## src/rtl/exc_pkg.sv

```systemverilog
// Shared types for the exception vector fetch sequencer: FSM states, cause
// codes, address-mux select codes and the cause-to-select mapping.
package exc_pkg;

  typedef enum logic [1:0] {
    IDLE    = 2'd0,
    CAPTURE = 2'd1,
    WAIT    = 2'd2,
    JUMP    = 2'd3
  } state_e;

  typedef enum logic [1:0] {
    CAUSE_NONE   = 2'b00,
    CAUSE_OPCODE = 2'b01,
    CAUSE_OVF    = 2'b10,
    CAUSE_DIVZ   = 2'b11
  } cause_e;

  localparam logic [2:0] SEL_PC   = 3'b000;
  localparam logic [2:0] SEL_V253 = 3'b010;
  localparam logic [2:0] SEL_V254 = 3'b011;
  localparam logic [2:0] SEL_V255 = 3'b100;

  function automatic logic [2:0] cause_to_sel(input cause_e c);
    case (c)
      CAUSE_OPCODE: cause_to_sel = SEL_V253;
      CAUSE_OVF:    cause_to_sel = SEL_V254;
      CAUSE_DIVZ:   cause_to_sel = SEL_V255;
      default:      cause_to_sel = SEL_PC;
    endcase
  endfunction

endpackage

```

## src/rtl/exc_prio_enc.sv

```systemverilog
// Three-input exception priority encoder: opcode > overflow > divzero.
module exc_prio_enc
  import exc_pkg::*;
(
  input  logic   exc_opcode_i,
  input  logic   exc_overflow_i,
  input  logic   exc_divzero_i,
  output logic   vld_o,
  output cause_e cause_o
);

  always_comb begin
    vld_o   = exc_opcode_i | exc_overflow_i | exc_divzero_i;
    cause_o = CAUSE_NONE;
    if (exc_opcode_i)        cause_o = CAUSE_OPCODE;
    else if (exc_overflow_i) cause_o = CAUSE_OVF;
    else if (exc_divzero_i)  cause_o = CAUSE_DIVZ;
  end

endmodule

```

## src/rtl/exception_vector_fetch.sv

```systemverilog
// Exception vector fetch sequencer: saves EPC, selects the vector address,
// waits MEM_LAT cycles for the handler byte and loads it into PC.
// Optional EXC_PENDING_EN adds a one-deep pending exception and pend_ovf.
module exception_vector_fetch
  import exc_pkg::*;
#(
  parameter int unsigned MEM_LAT    = 1,
  parameter int unsigned EPC_OFFSET = 4
) (
  input  logic        clk,
  input  logic        reset,
  input  logic        exc_opcode,
  input  logic        exc_overflow,
  input  logic        exc_divzero,
  input  logic [31:0] pc_in,
  input  logic [31:0] mem_rdata,
  output logic [2:0]  mem_adrs_src,
  output logic        own_bus,
  output logic        epc_wr,
  output logic [31:0] epc_out,
  output logic        pc_wr,
  output logic [31:0] pc_next,
  output logic [1:0]  cause
`ifdef EXC_PENDING_EN
  ,
  output logic        pend_ovf
`endif
);

  localparam logic [2:0]  LAT = 3'(MEM_LAT);
  localparam logic [31:0] OFS = 32'(EPC_OFFSET);

  state_e      state_q, state_d;
  cause_e      cause_q, cause_d;
  logic [2:0]  cnt_q, cnt_d;
  logic [31:0] epc_q, epc_d;
  logic [31:0] pcn_q, pcn_d;
  logic        enc_vld;
  cause_e      enc_cause;
  logic        unused_rdata;

  assign unused_rdata = ^mem_rdata[31:8];

  exc_prio_enc u_enc (
    .exc_opcode_i  (exc_opcode),
    .exc_overflow_i(exc_overflow),
    .exc_divzero_i (exc_divzero),
    .vld_o         (enc_vld),
    .cause_o       (enc_cause)
  );

`ifdef EXC_PENDING_EN
  logic   pend_vld_q, pend_vld_d;
  cause_e pend_cause_q, pend_cause_d;
  logic   pend_ovf_q, pend_ovf_d;
  assign pend_ovf = pend_ovf_q;
`endif

  always_comb begin
    state_d = state_q;
    cause_d = cause_q;
    cnt_d   = cnt_q;
    epc_d   = epc_q;
    pcn_d   = pcn_q;
`ifdef EXC_PENDING_EN
    pend_vld_d   = pend_vld_q;
    pend_cause_d = pend_cause_q;
    pend_ovf_d   = pend_ovf_q;
`endif
    case (state_q)
      IDLE: begin
        if (enc_vld) begin
          state_d = CAPTURE;
          cause_d = enc_cause;
          epc_d   = pc_in - OFS;
        end
      end
      CAPTURE: begin
        cnt_d   = LAT;
        state_d = WAIT;
      end
      WAIT: begin
        if (cnt_q <= 3'd1) begin
          pcn_d   = {24'b0, mem_rdata[7:0]};
          state_d = JUMP;
        end else begin
          cnt_d = cnt_q - 3'd1;
        end
      end
      JUMP: begin
        state_d = IDLE;
`ifdef EXC_PENDING_EN
        // An event arriving in JUMP with pending empty is taken directly,
        // as if it had been parked and consumed on the same edge.
        if (pend_vld_q) begin
          state_d    = CAPTURE;
          cause_d    = pend_cause_q;
          epc_d      = pc_in - OFS;
          pend_vld_d = 1'b0;
        end else if (enc_vld) begin
          state_d = CAPTURE;
          cause_d = enc_cause;
          epc_d   = pc_in - OFS;
        end
`endif
      end
      default: state_d = IDLE;
    endcase
`ifdef EXC_PENDING_EN
    if (enc_vld && state_q != IDLE) begin
      if (pend_vld_q) begin
        pend_ovf_d = 1'b1;
      end else if (state_q != JUMP) begin
        pend_vld_d   = 1'b1;
        pend_cause_d = enc_cause;
      end
    end
`endif
  end

  always_ff @(posedge clk) begin
    if (!reset) begin
      state_q <= IDLE;
      cause_q <= CAUSE_NONE;
      cnt_q   <= 3'd0;
      epc_q   <= 32'd0;
      pcn_q   <= 32'd0;
`ifdef EXC_PENDING_EN
      pend_vld_q   <= 1'b0;
      pend_cause_q <= CAUSE_NONE;
      pend_ovf_q   <= 1'b0;
`endif
    end else begin
      state_q <= state_d;
      cause_q <= cause_d;
      cnt_q   <= cnt_d;
      epc_q   <= epc_d;
      pcn_q   <= pcn_d;
`ifdef EXC_PENDING_EN
      pend_vld_q   <= pend_vld_d;
      pend_cause_q <= pend_cause_d;
      pend_ovf_q   <= pend_ovf_d;
`endif
    end
  end

  // Strobes and select decode straight from the registered state.
  assign own_bus      = (state_q != IDLE);
  assign epc_wr       = (state_q == CAPTURE);
  assign pc_wr        = (state_q == JUMP);
  assign mem_adrs_src = (state_q == IDLE) ? SEL_PC : cause_to_sel(cause_q);
  assign epc_out      = epc_q;
  assign pc_next      = pcn_q;
  assign cause        = cause_q;

endmodule

```

## config.mk

```make
export PLATFORM = sky130hd
export DESIGN_NAME = exception_vector_fetch
export DESIGN_NICKNAME = d
export VERILOG_FILES = /design/src/rtl/exc_pkg.sv /design/src/rtl/exc_prio_enc.sv /design/src/rtl/exception_vector_fetch.sv
export SDC_FILE = /design/constraint.sdc
export NUM_CORES = 1
export LEC_CHECK = 0
export CAP_MARGIN = 20
export CORE_UTILIZATION = 30
export DETAILED_ROUTE_END_ITERATION = 10
export PLACE_DENSITY_LB_ADDON = 0.1
export SKIP_LAST_GASP = 1
export SLEW_MARGIN = 0
export SYNTH_ARGS = -nofsm -noshare
export SYNTH_HDL_FRONTEND = slang
export SYNTH_SLANG_ARGS = --single-unit
```

## constraint.sdc

```tcl
create_clock -name clk -period 6.6 [get_ports clk]
set_clock_uncertainty 0.05 [all_clocks]
set_input_delay 1.32 -clock clk [delete_from_list [all_inputs] [get_ports clk]]
set_output_delay 1.32 -clock clk [all_outputs]
set_load 0.05 [all_outputs]
```

==> flow_summary.html, run 1 <==
<table>
<tr><th>Metric</th><th>Value</th></tr>
<tr><th colspan="2">Status</th></tr>
<tr><td>Status</td><td>finished, final reports clean</td></tr>
<tr><th colspan="2">Synthesis</th></tr>
<tr><td>Largest cells by area after synthesis</td><td>sky130_fd_sc_hd__dfxtp_1 (36%), sky130_fd_sc_hd__buf_4 (6.9%), sky130_fd_sc_hd__or4_1 (5.5%)</td></tr>
<tr><td>Sequential cell area fraction in the yosys report</td><td>0.360</td></tr>
<tr><td>Mean instance size in the synthesized netlist</td><td>between 8 and 9 sq um</td></tr>
<tr><td>Number of enable-type register cells in the synthesized netlist</td><td>0</td></tr>
<tr><td>Top cell type's share of synthesized area</td><td>0.360</td></tr>
<tr><td>Synth Cell Area</td><td>~2600 sq um</td></tr>
<tr><td>Library cell occupying the most area in the post-synthesis netlist</td><td>sky130_fd_sc_hd__dfxtp_1</td></tr>
<tr><td>Top cell types by occurrence after synthesis</td><td>sky130_fd_sc_hd__dfxtp_1 (47), sky130_fd_sc_hd__nor2_1 (29), sky130_fd_sc_hd__o21ai_0 (25), sky130_fd_sc_hd__buf_4 (24), sky130_fd_sc_hd__or4_1 (19)</td></tr>
<tr><td>Dominant cell by count in the synthesized netlist</td><td>sky130_fd_sc_hd__dfxtp_1</td></tr>
<tr><td>Yosys Warn Count</td><td>0</td></tr>
<tr><td>Post-synth cell types</td><td>between 40 and 50</td></tr>
<tr><td>Cells after synthesis</td><td>311</td></tr>
<tr><td>Async set-or-reset flop fraction in the synthesized netlist</td><td>0</td></tr>
<tr><td>Post-synthesis sequential element count</td><td>47</td></tr>
<tr><td>Most frequently used flop master after synthesis</td><td>sky130_fd_sc_hd__dfxtp_1</td></tr>
<tr><th colspan="2">Finish</th></tr>
<tr><td>Area grow syn2layout</td><td>39.9%</td></tr>
<tr><td>ANT cells</td><td>0</td></tr>
<tr><td>Share of post-route cells with drive strength above 1</td><td>0.0427</td></tr>
<tr><td>Net count reported at finish</td><td>approximately 480</td></tr>
<tr><th colspan="2">Drt</th></tr>
<tr><td>Routed wirelength normalized by instance count</td><td>about 14 microns</td></tr>
<tr><td>Antenna violation net count after detailed routing</td><td>0</td></tr>
<tr><td>Number of violations reported at the end of detailed-routing iteration 0</td><td>67</td></tr>
<tr><td>Via count normalized by instance count</td><td>4.98</td></tr>
<tr><td>Number of remaining DRC errors</td><td>0</td></tr>
<tr><td>TritonRoute pass-1 iters</td><td>4</td></tr>
<tr><td>Vias after detailed routing</td><td>2,503</td></tr>
<tr><td>Total wire length</td><td>roughly 7000 microns</td></tr>
<tr><th colspan="2">Clock network</th></tr>
<tr><td>Post-cts hold buffer count</td><td>0</td></tr>
<tr><td>Count of clock tree sinks</td><td>47</td></tr>
<tr><td>Clock tree from TritonCTS</td><td>yes</td></tr>
<tr><td>Total number of H-tree levels</td><td>2</td></tr>
<tr><td>Reg clk slew, reported paths</td><td>approximately 0.10 ns</td></tr>
<tr><td>Maximum buffer depth of the clock tree</td><td>2</td></tr>
<tr><td>Clock latency on the worst-skew pair</td><td>0.30 ns</td></tr>
<tr><td>CTS Root Buffer Type</td><td>sky130_fd_sc_hd__clkbuf_8</td></tr>
<tr><td>Buffer count from post-CTS setup fixing</td><td>0</td></tr>
<tr><td>PostCTS Resize Cnt</td><td>0</td></tr>
<tr><td>CTS Buf Count</td><td>5</td></tr>
<tr><th colspan="2">Floorplanning</th></tr>
<tr><td>Num ports</td><td>141</td></tr>
<tr><td>Overall die height</td><td>95.4 microns</td></tr>
<tr><td>Area of the core</td><td>8340 sq um</td></tr>
<tr><td>Floorplan die area</td><td>roughly 9100 sq um</td></tr>
<tr><td># rows</td><td>33</td></tr>
<tr><td>Initial core utilization</td><td>0.314</td></tr>
<tr><td>Die width</td><td>between 90 and 100 microns</td></tr>
<tr><th colspan="2">Setup path</th></tr>
<tr><td>Critical path class</td><td>in -&gt; reg</td></tr>
<tr><td>R2R Path Start</td><td>state_q[0]</td></tr>
<tr><td>Crit path buffers/inverters</td><td>3</td></tr>
<tr><td>Worst stage delay on the critical path</td><td>~1 ns</td></tr>
<tr><td>Critical path data required time</td><td>between 6 and 7 ns</td></tr>
<tr><td>Worst reg2reg path depth</td><td>7</td></tr>
<tr><td>Nature of the critical path endpoint</td><td>flop</td></tr>
<tr><td>Arrival time of data at the critical path endpoint</td><td>about 4.2 ns</td></tr>
<tr><td>CP Max Fanout</td><td>22</td></tr>
<tr><td>Crit path max-delay cell type</td><td>sky130_fd_sc_hd__clkdlybuf4s50_1</td></tr>
<tr><td>Delay-heaviest family, CP</td><td>buffers and inverters</td></tr>
<tr><td>Kind of start point of the critical path</td><td>primary input</td></tr>
<tr><td>Worst R2R End</td><td>epc_out[31]</td></tr>
<tr><td>Crit-path cells</td><td>clkdlybuf4s50_1 &gt; inv_1 &gt; buf_8 &gt; or4_1 &gt; or4_1 &gt; nand3_1</td></tr>
<tr><td>Minimum setup slack among reg-to-reg paths</td><td>4.39 ns</td></tr>
<tr><td>Most frequent cell on the critical path</td><td>sky130_fd_sc_hd__or4_1</td></tr>
<tr><th colspan="2">Pwr</th></tr>
<tr><td>Power Dens Cells</td><td>between 400 and 500 nW/um^2</td></tr>
<tr><td>Combinational share of power</td><td>0.588</td></tr>
<tr><td>Sequential share of power</td><td>0.275</td></tr>
<tr><td>Clk pwr share</td><td>0.137</td></tr>
<tr><td>Fraction of power spent switching nets</td><td>0.494</td></tr>
<tr><td>Pleak</td><td>1.36 nW</td></tr>
<tr><td>Internal power summed over all cells</td><td>approximately 800 uW</td></tr>
<tr><td>Power dissipated by switching net loads</td><td>around 780 uW</td></tr>
<tr><td>Worst vdd rail ir drop</td><td>between 0.00015 and 0.0002 V</td></tr>
<tr><th colspan="2">GRT</th></tr>
<tr><td>Sum of overflow across all layers after global routing</td><td>0</td></tr>
<tr><td>Number of global-route vias before repair</td><td>~2,200</td></tr>
<tr><td>First-pass GRT wire length</td><td>10,900 microns</td></tr>
<tr><td>Maximum number of pins on one net before global-route repair</td><td>60</td></tr>
<tr><td>Overall fraction of global-route tracks in use</td><td>0.156</td></tr>
<tr><td>Number of antenna violations at the first check in global routing</td><td>0</td></tr>
<tr><th colspan="2">STA</th></tr>
<tr><td>Fraction of the cycle the final worst path needs</td><td>0.599</td></tr>
<tr><td>Tightest hold margin</td><td>just over 0.4 ns</td></tr>
<tr><td>Worst Slack Setup Final</td><td>about 2.6 ns</td></tr>
<tr><td>Least-Margin Pin Slew</td><td>roughly 1.0 ns</td></tr>
<tr><td>Unrepaired setup endpoints after global routing</td><td>false</td></tr>
<tr><td>Post-layout minimum cycle time</td><td>around 4.0 ns</td></tr>
<tr><td>Number of max-slew violations in the final report</td><td>0</td></tr>
<tr><td>Post-Route Setup TNS</td><td>0 ns</td></tr>
<tr><td>Highest clock rate</td><td>between 0.2 and 0.3 GHz</td></tr>
<tr><td>Setup violators final</td><td>0</td></tr>
<tr><td>Final Hold Vio Count</td><td>0</td></tr>
<tr><td>Relative slew slack</td><td>0.320</td></tr>
<tr><th colspan="2">Placed design</th></tr>
<tr><td>Port Buf Inserts</td><td>92</td></tr>
<tr><td>Final weighted congestion in routability-driven placement</td><td>approximately 0.73</td></tr>
<tr><td>Pre-CTS setup slack</td><td>~2.2 ns</td></tr>
<tr><td>Post-detailed-placement half-perimeter wirelength</td><td>just under 5000 microns</td></tr>
<tr><th colspan="2">Job</th></tr>
<tr><td>Number of max-cap violations</td><td>0</td></tr>
<tr><th colspan="2">Hold path</th></tr>
<tr><td>Cell depth of the worst hold path</td><td>2</td></tr>
<tr><td>Hold Path Class</td><td>reg -&gt; reg</td></tr>
<tr><td>Capture endpoint of the worst hold path</td><td>epc_out[1]</td></tr>
<tr><td>Hold wc startpoint</td><td>epc_out[1]</td></tr>
</table>
## power groups by stage
stage | sequential [mW] | clock [mW] | combinational, mW
after global routing | 0.452 | 0.235 | 1.01
final | 0.438 | 0.218 | 0.934
after floorplan | 0.735 | 0 | 0.362
after CTS | 0.440 | 0.226 | 0.941
after global placement | 0.444 | 0 | 0.934
after detailed placement | 0.445 | 0 | 0.938
## tightest hold or removal path: stages (launching register included)
cell and delay, ns:
sky130_fd_sc_hd__dfxtp_1 0.32, sky130_fd_sc_hd__nand2_1 0.05, sky130_fd_sc_hd__a21oi_1 0.05
## flip-flops by register name, summed over array words and instances (netlist names)
name     count
epc_out     32
cause        2
pc_next      8
state_q      2
cnt_q        3
## stage by stage
step | cells | cell area, sq um | utilization | total power, mW
6_report | 503 | 3660 | 0.438 | 1.59
4_1_cts | 502 | 3640 | 0.437 | 1.61
3_3_place_gp | 494 | 3530 | 0.423 | 1.38
3_5_place_dp | 494 | 3530 | 0.423 | 1.38
5_1_grt | 503 | 3660 | 0.438 | 1.69
2_1_floorplan | 334 | 2700 | - | 1.10
## per-layer routing
metal / global-route usage / share of wire / wire length, microns
met1: 0.202 / 0.48 / 3360
met2: 0.257 / 0.45 / 3150
met3: 0.0359 / 0.060 / 423
met4: 0.0417 / 0.010 / 72
met5: 0 / 0 / 0
## cell usage in the layout, fill, tap and decap left out, types with 3 or more instances in the layout
| cell type | n |
|---|---|
| sky130_fd_sc_hd__nor3_1 | 6 |
| sky130_fd_sc_hd__o21ai_0 | 25 |
| sky130_fd_sc_hd__inv_1 | 11 |
| sky130_fd_sc_hd__nor2_1 | 29 |
| sky130_fd_sc_hd__o31ai_1 | 12 |
| sky130_fd_sc_hd__or3_1 | 9 |
| sky130_fd_sc_hd__a21oi_1 | 11 |
| sky130_fd_sc_hd__xor2_1 | 6 |
| sky130_fd_sc_hd__nand4_1 | 4 |
| sky130_fd_sc_hd__conb_1 | 24 |
| sky130_fd_sc_hd__mux2i_1 | 8 |
| sky130_fd_sc_hd__ha_1 | 9 |
| sky130_fd_sc_hd__a31oi_1 | 11 |
| sky130_fd_sc_hd__buf_4 | 3 |
| sky130_fd_sc_hd__dfxtp_1 | 47 |
| sky130_fd_sc_hd__nor2b_1 | 4 |
| sky130_fd_sc_hd__clkdlybuf4s50_1 | 92 |
| sky130_fd_sc_hd__nand3_1 | 6 |
| sky130_fd_sc_hd__a311oi_1 | 5 |
| sky130_fd_sc_hd__nand2_1 | 13 |
| sky130_fd_sc_hd__a221oi_1 | 3 |
| sky130_fd_sc_hd__or4_1 | 19 |
| sky130_fd_sc_hd__nor4_1 | 4 |
| sky130_fd_sc_hd__a211oi_1 | 7 |
| sky130_fd_sc_hd__clkbuf_8 | 5 |
## layout make-up
| type | instances | area [sq um] |
|---|---|---|
| Clock buffer | 5 | 68.8 |
| Clock inverter | 3 | 43.8 |
| Fill cell | 858 | 4680 |
| Inverter | 11 | 41.3 |
| Multi-Input combinational cell | 236 | 1470 |
| Sequential cell | 47 | 941 |
| Tap cell | 105 | 131 |
| Timing Repair Buffer | 96 | 958 |
## how the worst max path moves through the flow
stage / endpoint / startpoint / cells after the start
2_1_floorplan: epc_out[19] / pc_in[17] / 5
3_3_place_gp: epc_out[31] / reset / 5
3_5_place_dp: epc_out[31] / reset / 5
4_1_cts: epc_out[31] / reset / 5
5_1_grt: epc_out[31] / reset / 6
6_report: epc_out[31] / reset / 6
## logic make-up (layout without fill, tap and decap cells)
logic type | count (synthesis) | after routing | share of synthesized area
AO/OA/AOI/OAI | 84 | 84 | 0.211
XOR/XNOR | 8 | 8 | 0.0268
adder cells (fa/ha/maj) | 9 | 9 | 0.0431
buffers and inverters | 51 | 115 | 0.111
flip-flops | 47 | 47 | 0.360
multiplexers | 8 | 8 | 0.0306
other | 1 | 24 | 0.00143
AND/OR/NAND/NOR | 103 | 103 | 0.217
(Power assumes the default switching activity.)
==> run 2: changes to the inputs <==
==> constraint.sdc (replaced) <==
create_clock -name clk -period 3.79 [get_ports clk]
set_clock_uncertainty 0.05 [all_clocks]
set_input_delay 0.758 -clock clk [delete_from_list [all_inputs] [get_ports clk]]
set_output_delay 0.758 -clock clk [all_outputs]
set_load 0.05 [all_outputs]
==> flow_summary.html, run 2 (same netlist as run 1, synthesis figures left out) <==
<table>
<tr><th>Metric</th><th>Value</th></tr>
<tr><th colspan="2">Placed design</th></tr>
<tr><td>Final weighted congestion in routability-driven placement</td><td>0.711 (-2.3%)</td></tr>
<tr><td>Post-detailed-placement half-perimeter wirelength</td><td>5090 microns (+3.8%)</td></tr>
<tr><td>Total instance count after detailed placement</td><td>500 (+1.2%)</td></tr>
<tr><td>Port Buf Inserts</td><td>92 (unchanged)</td></tr>
<tr><th colspan="2">STA</th></tr>
<tr><td>Setup violators final</td><td>0 (unchanged)</td></tr>
<tr><td>Post-layout minimum cycle time</td><td>roughly 3.0 ns</td></tr>
<tr><td>Unrepaired setup endpoints after global routing</td><td>false</td></tr>
<tr><td>Highest clock rate</td><td>around 0.33 GHz</td></tr>
<tr><td>Fraction of the cycle the final worst path needs</td><td>0.796</td></tr>
<tr><td>Number of max-slew violations in the final report</td><td>0 (unchanged)</td></tr>
<tr><td>Final Hold Vio Count</td><td>0 (unchanged)</td></tr>
<tr><td>Post-Route Setup TNS</td><td>0 ns (unchanged)</td></tr>
<tr><td>Least-Margin Pin Slew</td><td>0.666 ns (-0.346 ns)</td></tr>
<tr><td>Relative slew slack</td><td>0.552 (+0.232)</td></tr>
<tr><th colspan="2">GRT</th></tr>
<tr><td>Overall fraction of global-route tracks in use</td><td>0.153 (-0.00254)</td></tr>
<tr><td>Maximum number of pins on one net before global-route repair</td><td>34 (-43%)</td></tr>
<tr><td>Sum of overflow across all layers after global routing</td><td>0 (unchanged)</td></tr>
<tr><td>First-pass GRT wire length</td><td>10,700 microns (-1.6%)</td></tr>
<tr><td>Number of antenna violations at the first check in global routing</td><td>0 (unchanged)</td></tr>
<tr><td>Number of global-route vias before repair</td><td>2,234 (+0.72%)</td></tr>
<tr><th colspan="2">Finish</th></tr>
<tr><td>Filler instances</td><td>860 (+0.23%)</td></tr>
<tr><td>Share of post-route cells with drive strength above 1</td><td>0.0522 (+0.00953)</td></tr>
<tr><td>ANT cells</td><td>0 (unchanged)</td></tr>
<tr><td>Area grow syn2layout</td><td>40.0%</td></tr>
<tr><td>Share of the core filled with cells in the final layout</td><td>0.439 (+0.000600)</td></tr>
<tr><td>Commonest non-fill, non-tap cells in the layout</td><td>sky130_fd_sc_hd__clkdlybuf4s50_1 (92), sky130_fd_sc_hd__dfxtp_1 (47), sky130_fd_sc_hd__nor2_1 (29)</td></tr>
<tr><td>Final non-filler cell total</td><td>507 (+0.80%)</td></tr>
<tr><td>Number of flip-flops under the largest register name</td><td>32 (unchanged)</td></tr>
<tr><td>Most common cell after layout, fill and taps aside</td><td>sky130_fd_sc_hd__clkdlybuf4s50_1</td></tr>
<tr><td>Net count reported at finish</td><td>480 (+1.1%)</td></tr>
<tr><th colspan="2">Setup path</th></tr>
<tr><td>Crit-path cells</td><td>clkdlybuf4s50_1 &gt; or4_1 &gt; or4b_4 &gt; or4_1 &gt; a31oi_1</td></tr>
<tr><td>Critical path class</td><td>in -&gt; reg</td></tr>
<tr><td>Crit path max-delay cell type</td><td>sky130_fd_sc_hd__or4b_4</td></tr>
<tr><td>Most frequent cell on the critical path</td><td>sky130_fd_sc_hd__or4_1</td></tr>
<tr><td>CP Max Fanout</td><td>24 (+9.1%)</td></tr>
<tr><td>Arrival time of data at the critical path endpoint</td><td>3.20 ns (-0.96 ns)</td></tr>
<tr><td>Kind of start point of the critical path</td><td>primary input</td></tr>
<tr><td>Worst stage delay on the critical path</td><td>0.68 ns (-0.34 ns)</td></tr>
<tr><td>Critical path data required time</td><td>3.97 ns (-2.84 ns)</td></tr>
<tr><td>Nature of the critical path endpoint</td><td>flop</td></tr>
<tr><th colspan="2">Clock network</th></tr>
<tr><td>Buffer count from post-CTS setup fixing</td><td>0 (unchanged)</td></tr>
<tr><td>CTS Buf Count</td><td>5 (unchanged)</td></tr>
<tr><td>Count of clock tree sinks</td><td>47 (unchanged)</td></tr>
<tr><td>CTS Root Buffer Type</td><td>sky130_fd_sc_hd__clkbuf_8</td></tr>
<tr><td>Reg clk slew, reported paths</td><td>0.09 ns (about the same)</td></tr>
<tr><td>PostCTS Resize Cnt</td><td>0 (unchanged)</td></tr>
<tr><td>Total number of H-tree levels</td><td>2 (unchanged)</td></tr>
<tr><td>Clock latency on the worst-skew pair</td><td>0.30 ns (about the same)</td></tr>
<tr><td>Post-cts hold buffer count</td><td>0 (unchanged)</td></tr>
<tr><td>Clock tree from TritonCTS</td><td>yes</td></tr>
<tr><td>Maximum buffer depth of the clock tree</td><td>2 (unchanged)</td></tr>
<tr><th colspan="2">Drt</th></tr>
<tr><td>Total wire length</td><td>6930 microns (-1.2%)</td></tr>
<tr><td>Number of violations reported at the end of detailed-routing iteration 0</td><td>50 (-25%)</td></tr>
<tr><td>Routed wirelength normalized by instance count</td><td>13.7 microns (-1.9%)</td></tr>
<tr><td>Antenna violation net count after detailed routing</td><td>0 (unchanged)</td></tr>
<tr><td>Vias after detailed routing</td><td>2,513 (+0.40%)</td></tr>
<tr><td>Number of remaining DRC errors</td><td>0 (unchanged)</td></tr>
<tr><td>Via count normalized by instance count</td><td>4.96 (-0.39%)</td></tr>
<tr><td>TritonRoute pass-1 iters</td><td>4 (unchanged)</td></tr>
<tr><th colspan="2">Pwr</th></tr>
<tr><td>Worst vdd rail ir drop</td><td>0.000380 V (+120%)</td></tr>
<tr><td>Power Dens Cells</td><td>737 nW/um^2 (+70%)</td></tr>
<tr><td>Pleak</td><td>1.37 nW (+0.88%)</td></tr>
<tr><th colspan="2">Status</th></tr>
<tr><td>Status</td><td>finished, final reports clean</td></tr>
<tr><th colspan="2">Floorplanning</th></tr>
<tr><td>Floorplan die area</td><td>9090 sq um (unchanged)</td></tr>
<tr><td>Initial core utilization</td><td>0.314 (unchanged)</td></tr>
<tr><td>Overall die height</td><td>95.4 microns (unchanged)</td></tr>
<tr><td>Num ports</td><td>141 (unchanged)</td></tr>
<tr><td>Area of the core</td><td>8340 sq um (unchanged)</td></tr>
<tr><td>Die width</td><td>95.4 microns (unchanged)</td></tr>
<tr><td># rows</td><td>33 (unchanged)</td></tr>
<tr><th colspan="2">Hold path</th></tr>
<tr><td>Hold Path Class</td><td>reg -&gt; reg</td></tr>
<tr><th colspan="2">Job</th></tr>
<tr><td>Number of max-cap violations</td><td>0 (unchanged)</td></tr>
</table>
[run 2: changes by cell type in the layout (fill, tap and decap cells not counted), sizes merged]
cell    change
bufinv      -1
buf         +5
clkinv      -1
clkbuf      +1
[run 2: path summary, 6_finish.rpt]
kind,startpoint,end,slack [ns],depth (start not counted)
max,pc_in[17],epc_out[29],0.77,5
min,epc_out[0],epc_out[0],0.40,2
max reg2reg,state_q[0],epc_out[19],1.58,6
min reg2reg,epc_out[0],epc_out[0],0.40,2
[run 2: final cells by class]
| cell class | count | area, sq um | area share |
|---|---|---|---|
| inverters | 11 | 41.3 | 0.0113 |
| flip-flops and latches | 47 | 941 | 0.257 |
| clock inverters | 1 | 5.00 | 0.00137 |
| multi-input cells | 236 | 1470 | 0.402 |
| well taps | 105 | 131 | 0.0359 |
| repair buffers | 101 | 988 | 0.270 |
| clock buffers | 6 | 82.6 | 0.0225 |
[run 2: power by group]
group          internal, mW  switching (mW)
combinational         0.541            1.09
sequential            0.665          0.0964
clock                 0.144           0.166
total                  1.35            1.35
[run 2: critical path, delay by kind of cell]
family | cells | cell delay [ns]
and+or+nand+nor | 3 | 1.81
buffers and inverters | 1 | 0.46
AOI/OAI and AO/OA | 1 | 0.16
[run 2: layer usage]
layer,vias up,share of wire,GRT usage
met3,7,0.068,0.0399
li1,1291,-,-
met2,67,0.45,0.248
met4,0,0.012,0.0505
met5,-,0,0
met1,1148,0.47,0.196
[run 2: metrics by stage]
stage | area, sq um | hold slack [ns] | power (mW) | setup slack [ns]
floorplan | 2700 | 0.425 | 1.91 | 1.12
CTS | 3660 | 0.408 | 2.73 | 0.762
finish | 3660 | 0.405 | 2.70 | 0.772
global route | 3660 | 0.426 | 2.88 | 0.675
detailed placement | 3570 | 0.396 | 2.41 | 0.445
global placement | 3570 | 0.392 | 2.40 | 0.471
==> run 3: changes to the inputs <==
==> constraint.sdc (replaced) <==
create_clock -name clk -period 2.7 [get_ports clk]
set_clock_uncertainty 0.05 [all_clocks]
set_input_delay 0.54 -clock clk [delete_from_list [all_inputs] [get_ports clk]]
set_output_delay 0.54 -clock clk [all_outputs]
set_load 0.05 [all_outputs]
==> flow_summary.html, run 3 (same netlist as run 1, synthesis figures left out) <==
<table>
<tr><th>Metric</th><th>Value</th></tr>
<tr><th colspan="2">Clock network</th></tr>
<tr><td>Reg clk slew, reported paths</td><td>0.09 ns (about the same)</td></tr>
<tr><td>CTS Root Buffer Type</td><td>sky130_fd_sc_hd__clkbuf_8</td></tr>
<tr><td>Total number of H-tree levels</td><td>2 (unchanged)</td></tr>
<tr><td>CTS Buf Count</td><td>5 (unchanged)</td></tr>
<tr><td>Maximum buffer depth of the clock tree</td><td>2 (unchanged)</td></tr>
<tr><td>Buffer count from post-CTS setup fixing</td><td>0 (unchanged)</td></tr>
<tr><td>Count of clock tree sinks</td><td>47 (unchanged)</td></tr>
<tr><td>Clock latency on the worst-skew pair</td><td>0.30 ns (about the same)</td></tr>
<tr><td>Clock tree from TritonCTS</td><td>yes</td></tr>
<tr><th colspan="2">Drt</th></tr>
<tr><td>Antenna violation net count after detailed routing</td><td>0 (unchanged)</td></tr>
<tr><td>Vias after detailed routing</td><td>2,652 (+5.5%)</td></tr>
<tr><td>TritonRoute pass-1 iters</td><td>4 (unchanged)</td></tr>
<tr><td>Routed wirelength normalized by instance count</td><td>14.0 microns (+2.3%)</td></tr>
<tr><td>Total wire length</td><td>7450 microns (+7.5%)</td></tr>
<tr><td>Via count normalized by instance count</td><td>4.98 (+0.38%)</td></tr>
<tr><td>Number of remaining DRC errors</td><td>0 (unchanged)</td></tr>
<tr><td>Number of violations reported at the end of detailed-routing iteration 0</td><td>80 (+60%)</td></tr>
<tr><th colspan="2">Setup path</th></tr>
<tr><td>Minimum setup slack among reg-to-reg paths</td><td>0.70 ns (-0.88 ns)</td></tr>
<tr><td>Critical path data required time</td><td>2.89 ns (-1.08 ns)</td></tr>
<tr><td>Critical path class</td><td>in -&gt; reg</td></tr>
<tr><td>Crit-path cells</td><td>clkdlybuf4s50_1 &gt; or4_4 &gt; or4b_4 &gt; or4_1 &gt; a31oi_1</td></tr>
<tr><td>Nature of the critical path endpoint</td><td>flop</td></tr>
<tr><td>Kind of start point of the critical path</td><td>primary input</td></tr>
<tr><td>Worst stage delay on the critical path</td><td>0.58 ns (-0.10 ns)</td></tr>
<tr><td>CP Max Fanout</td><td>6 (-75%)</td></tr>
<tr><td>Worst reg2reg path depth</td><td>7 (+1)</td></tr>
<tr><td>Arrival time of data at the critical path endpoint</td><td>2.83 ns (-0.37 ns)</td></tr>
<tr><td>Crit path max-delay cell type</td><td>sky130_fd_sc_hd__or4b_4</td></tr>
<tr><th colspan="2">STA</th></tr>
<tr><td>Least-Margin Pin Slew</td><td>0.515 ns (-0.151 ns)</td></tr>
<tr><td>Number of max-slew violations in the final report</td><td>0 (unchanged)</td></tr>
<tr><td>Highest clock rate</td><td>~0.38 GHz</td></tr>
<tr><td>Post-Route Setup TNS</td><td>0 ns (unchanged)</td></tr>
<tr><td>Fraction of the cycle the final worst path needs</td><td>0.978</td></tr>
<tr><td>Relative slew slack</td><td>0.655 (+0.103)</td></tr>
<tr><td>Post-layout minimum cycle time</td><td>2.64 ns</td></tr>
<tr><td>Unrepaired setup endpoints after global routing</td><td>true</td></tr>
<tr><td>Final Hold Vio Count</td><td>0 (unchanged)</td></tr>
<tr><td>Tightest hold margin</td><td>0.407 ns (+0.00178 ns)</td></tr>
<tr><td>Setup violators final</td><td>0 (unchanged)</td></tr>
<tr><th colspan="2">Finish</th></tr>
<tr><td>Number of flip-flops under the largest register name</td><td>32 (unchanged)</td></tr>
<tr><td>Commonest non-fill, non-tap cells in the layout</td><td>sky130_fd_sc_hd__clkdlybuf4s50_1 (88), sky130_fd_sc_hd__dfxtp_1 (47), sky130_fd_sc_hd__buf_4 (32)</td></tr>
<tr><td>Net count reported at finish</td><td>505 (+5.2%)</td></tr>
<tr><td>ANT cells</td><td>0 (unchanged)</td></tr>
<tr><td>Final non-filler cell total</td><td>533 (+5.1%)</td></tr>
<tr><td>Area grow syn2layout</td><td>50.1%</td></tr>
<tr><td>Share of post-route cells with drive strength above 1</td><td>0.112 (+0.0599)</td></tr>
<tr><td>Most common cell after layout, fill and taps aside</td><td>sky130_fd_sc_hd__clkdlybuf4s50_1</td></tr>
<tr><td>Filler instances</td><td>845 (-1.7%)</td></tr>
<tr><td>Final design area excluding fillers</td><td>3930 sq um (+7.2%)</td></tr>
<tr><th colspan="2">Floorplanning</th></tr>
<tr><td>Floorplan die area</td><td>9090 sq um (unchanged)</td></tr>
<tr><td># rows</td><td>33 (unchanged)</td></tr>
<tr><td>Initial core utilization</td><td>0.314 (unchanged)</td></tr>
<tr><td>Die width</td><td>95.4 microns (unchanged)</td></tr>
<tr><td>Overall die height</td><td>95.4 microns (unchanged)</td></tr>
<tr><td>Num ports</td><td>141 (unchanged)</td></tr>
<tr><td>Area of the core</td><td>8340 sq um (unchanged)</td></tr>
<tr><th colspan="2">GRT</th></tr>
<tr><td>Number of global-route vias before repair</td><td>2,386 (+6.8%)</td></tr>
<tr><td>Maximum number of pins on one net before global-route repair</td><td>35 (+2.9%)</td></tr>
<tr><td>Sum of overflow across all layers after global routing</td><td>0 (unchanged)</td></tr>
<tr><td>Number of antenna violations at the first check in global routing</td><td>0 (unchanged)</td></tr>
<tr><td>Overall fraction of global-route tracks in use</td><td>0.169 (+0.0163)</td></tr>
<tr><td>First-pass GRT wire length</td><td>11,700 microns (+9.9%)</td></tr>
<tr><th colspan="2">Placed design</th></tr>
<tr><td>Total instance count after detailed placement</td><td>523 (+4.6%)</td></tr>
<tr><td>Port Buf Inserts</td><td>92 (unchanged)</td></tr>
<tr><td>Area of placed instances</td><td>3750 sq um (+4.8%)</td></tr>
<tr><td>Post-detailed-placement half-perimeter wirelength</td><td>5350 microns (+5.0%)</td></tr>
<tr><td>Final weighted congestion in routability-driven placement</td><td>0.810 (+14%)</td></tr>
<tr><th colspan="2">Status</th></tr>
<tr><td>Status</td><td>finished, final reports clean</td></tr>
<tr><th colspan="2">Pwr</th></tr>
<tr><td>Worst vdd rail ir drop</td><td>0.000483 V (+27%)</td></tr>
<tr><td>Pleak</td><td>1.57 nW (+14%)</td></tr>
<tr><td>Power Dens Cells</td><td>1020 nW/um^2 (+39%)</td></tr>
<tr><td>Total Power Consumption</td><td>4.02 mW (+49%)</td></tr>
<tr><th colspan="2">Job</th></tr>
<tr><td>Number of max-cap violations</td><td>0 (unchanged)</td></tr>
<tr><th colspan="2">Hold path</th></tr>
<tr><td>Cell depth of the worst hold path</td><td>2 (unchanged)</td></tr>
<tr><td>Hold Path Class</td><td>reg -&gt; reg</td></tr>
</table>
==> run 3: cell types whose count changed in the layout (fill, tap and decap cells not counted) <==
cell / before / now
sky130_fd_sc_hd__clkdlybuf4s50_1: 92 / 88
sky130_fd_sc_hd__buf_4: 9 / 32
sky130_fd_sc_hd__dlymetal6s2s_1: 0 / 4
sky130_fd_sc_hd__or4_1: 19 / 18
sky130_fd_sc_hd__clkbuf_8: 6 / 5
sky130_fd_sc_hd__clkinv_2: 1 / 0
sky130_fd_sc_hd__or4b_4: 1 / 3
sky130_fd_sc_hd__or4_4: 0 / 1
sky130_fd_sc_hd__bufinv_16: 0 / 2
sky130_fd_sc_hd__clkinvlp_4: 0 / 1
==> run 3: where the power goes <==
part / switching, mW / internal [mW] / total [mW] / leakage [nW]
registers: 0.145 / 0.933 / 1.08 / 0.389
logic: 1.53 / 0.784 / 2.32 / 1.11
clock network: 0.250 / 0.369 / 0.619 / 0.0644
total: 1.93 / 2.09 / 4.02 / 1.57
==> run 3: path summary, 6_finish.rpt <==
check	from	endpoint
max reg2reg	state_q[0]	epc_out[31]
min	epc_out[0]	epc_out[0]
max	pc_in[9]	epc_out[29]
min reg2reg	epc_out[0]	epc_out[0]
==> run 3: layout make-up <==
cell class              count  area [sq um]  area share
multi-input cells         238          1500       0.383
repair buffers            124          1170       0.298
flip-flops and latches     47           941       0.240
well taps                 105           131      0.0335
clock buffers               5          68.8      0.0175
clock inverters             3          67.6      0.0172
inverters                  11          41.3      0.0105
==> run 3: per-stage QoR <==
step / setup WS (ns) / util
final: 0.0591 / 0.471
after global routing: -0.00150 / 0.471
after CTS: 0.00500 / 0.469
after detailed placement: -0.378 / 0.449
after global placement: -0.358 / 0.449
after floorplan: 0.244 / -
==> run 3: routing by layer <==
layer,global-route usage,vias up,wire (microns)
met5,0,-,0
met4,0.0505,0,90
met3,0.0351,7,417
met2,0.269,90,3370
met1,0.229,1208,3570
li1,-,1347,-
==> run 3: critical path, delay by kind of cell <==
kind | cells | cell delay (ns)
buffers and inverters | 1 | 0.49
AND/OR/NAND/NOR | 3 | 1.64
AO/OA/AOI/OAI | 1 | 0.16
==> run 3: timing repair <==
item                       4_1_cts  5_1_grt
gates cloned                     2        0
setup endpoints to repair        6       11
hold buffers                     0        0
resized for setup                3        4
pin swaps                        1        1
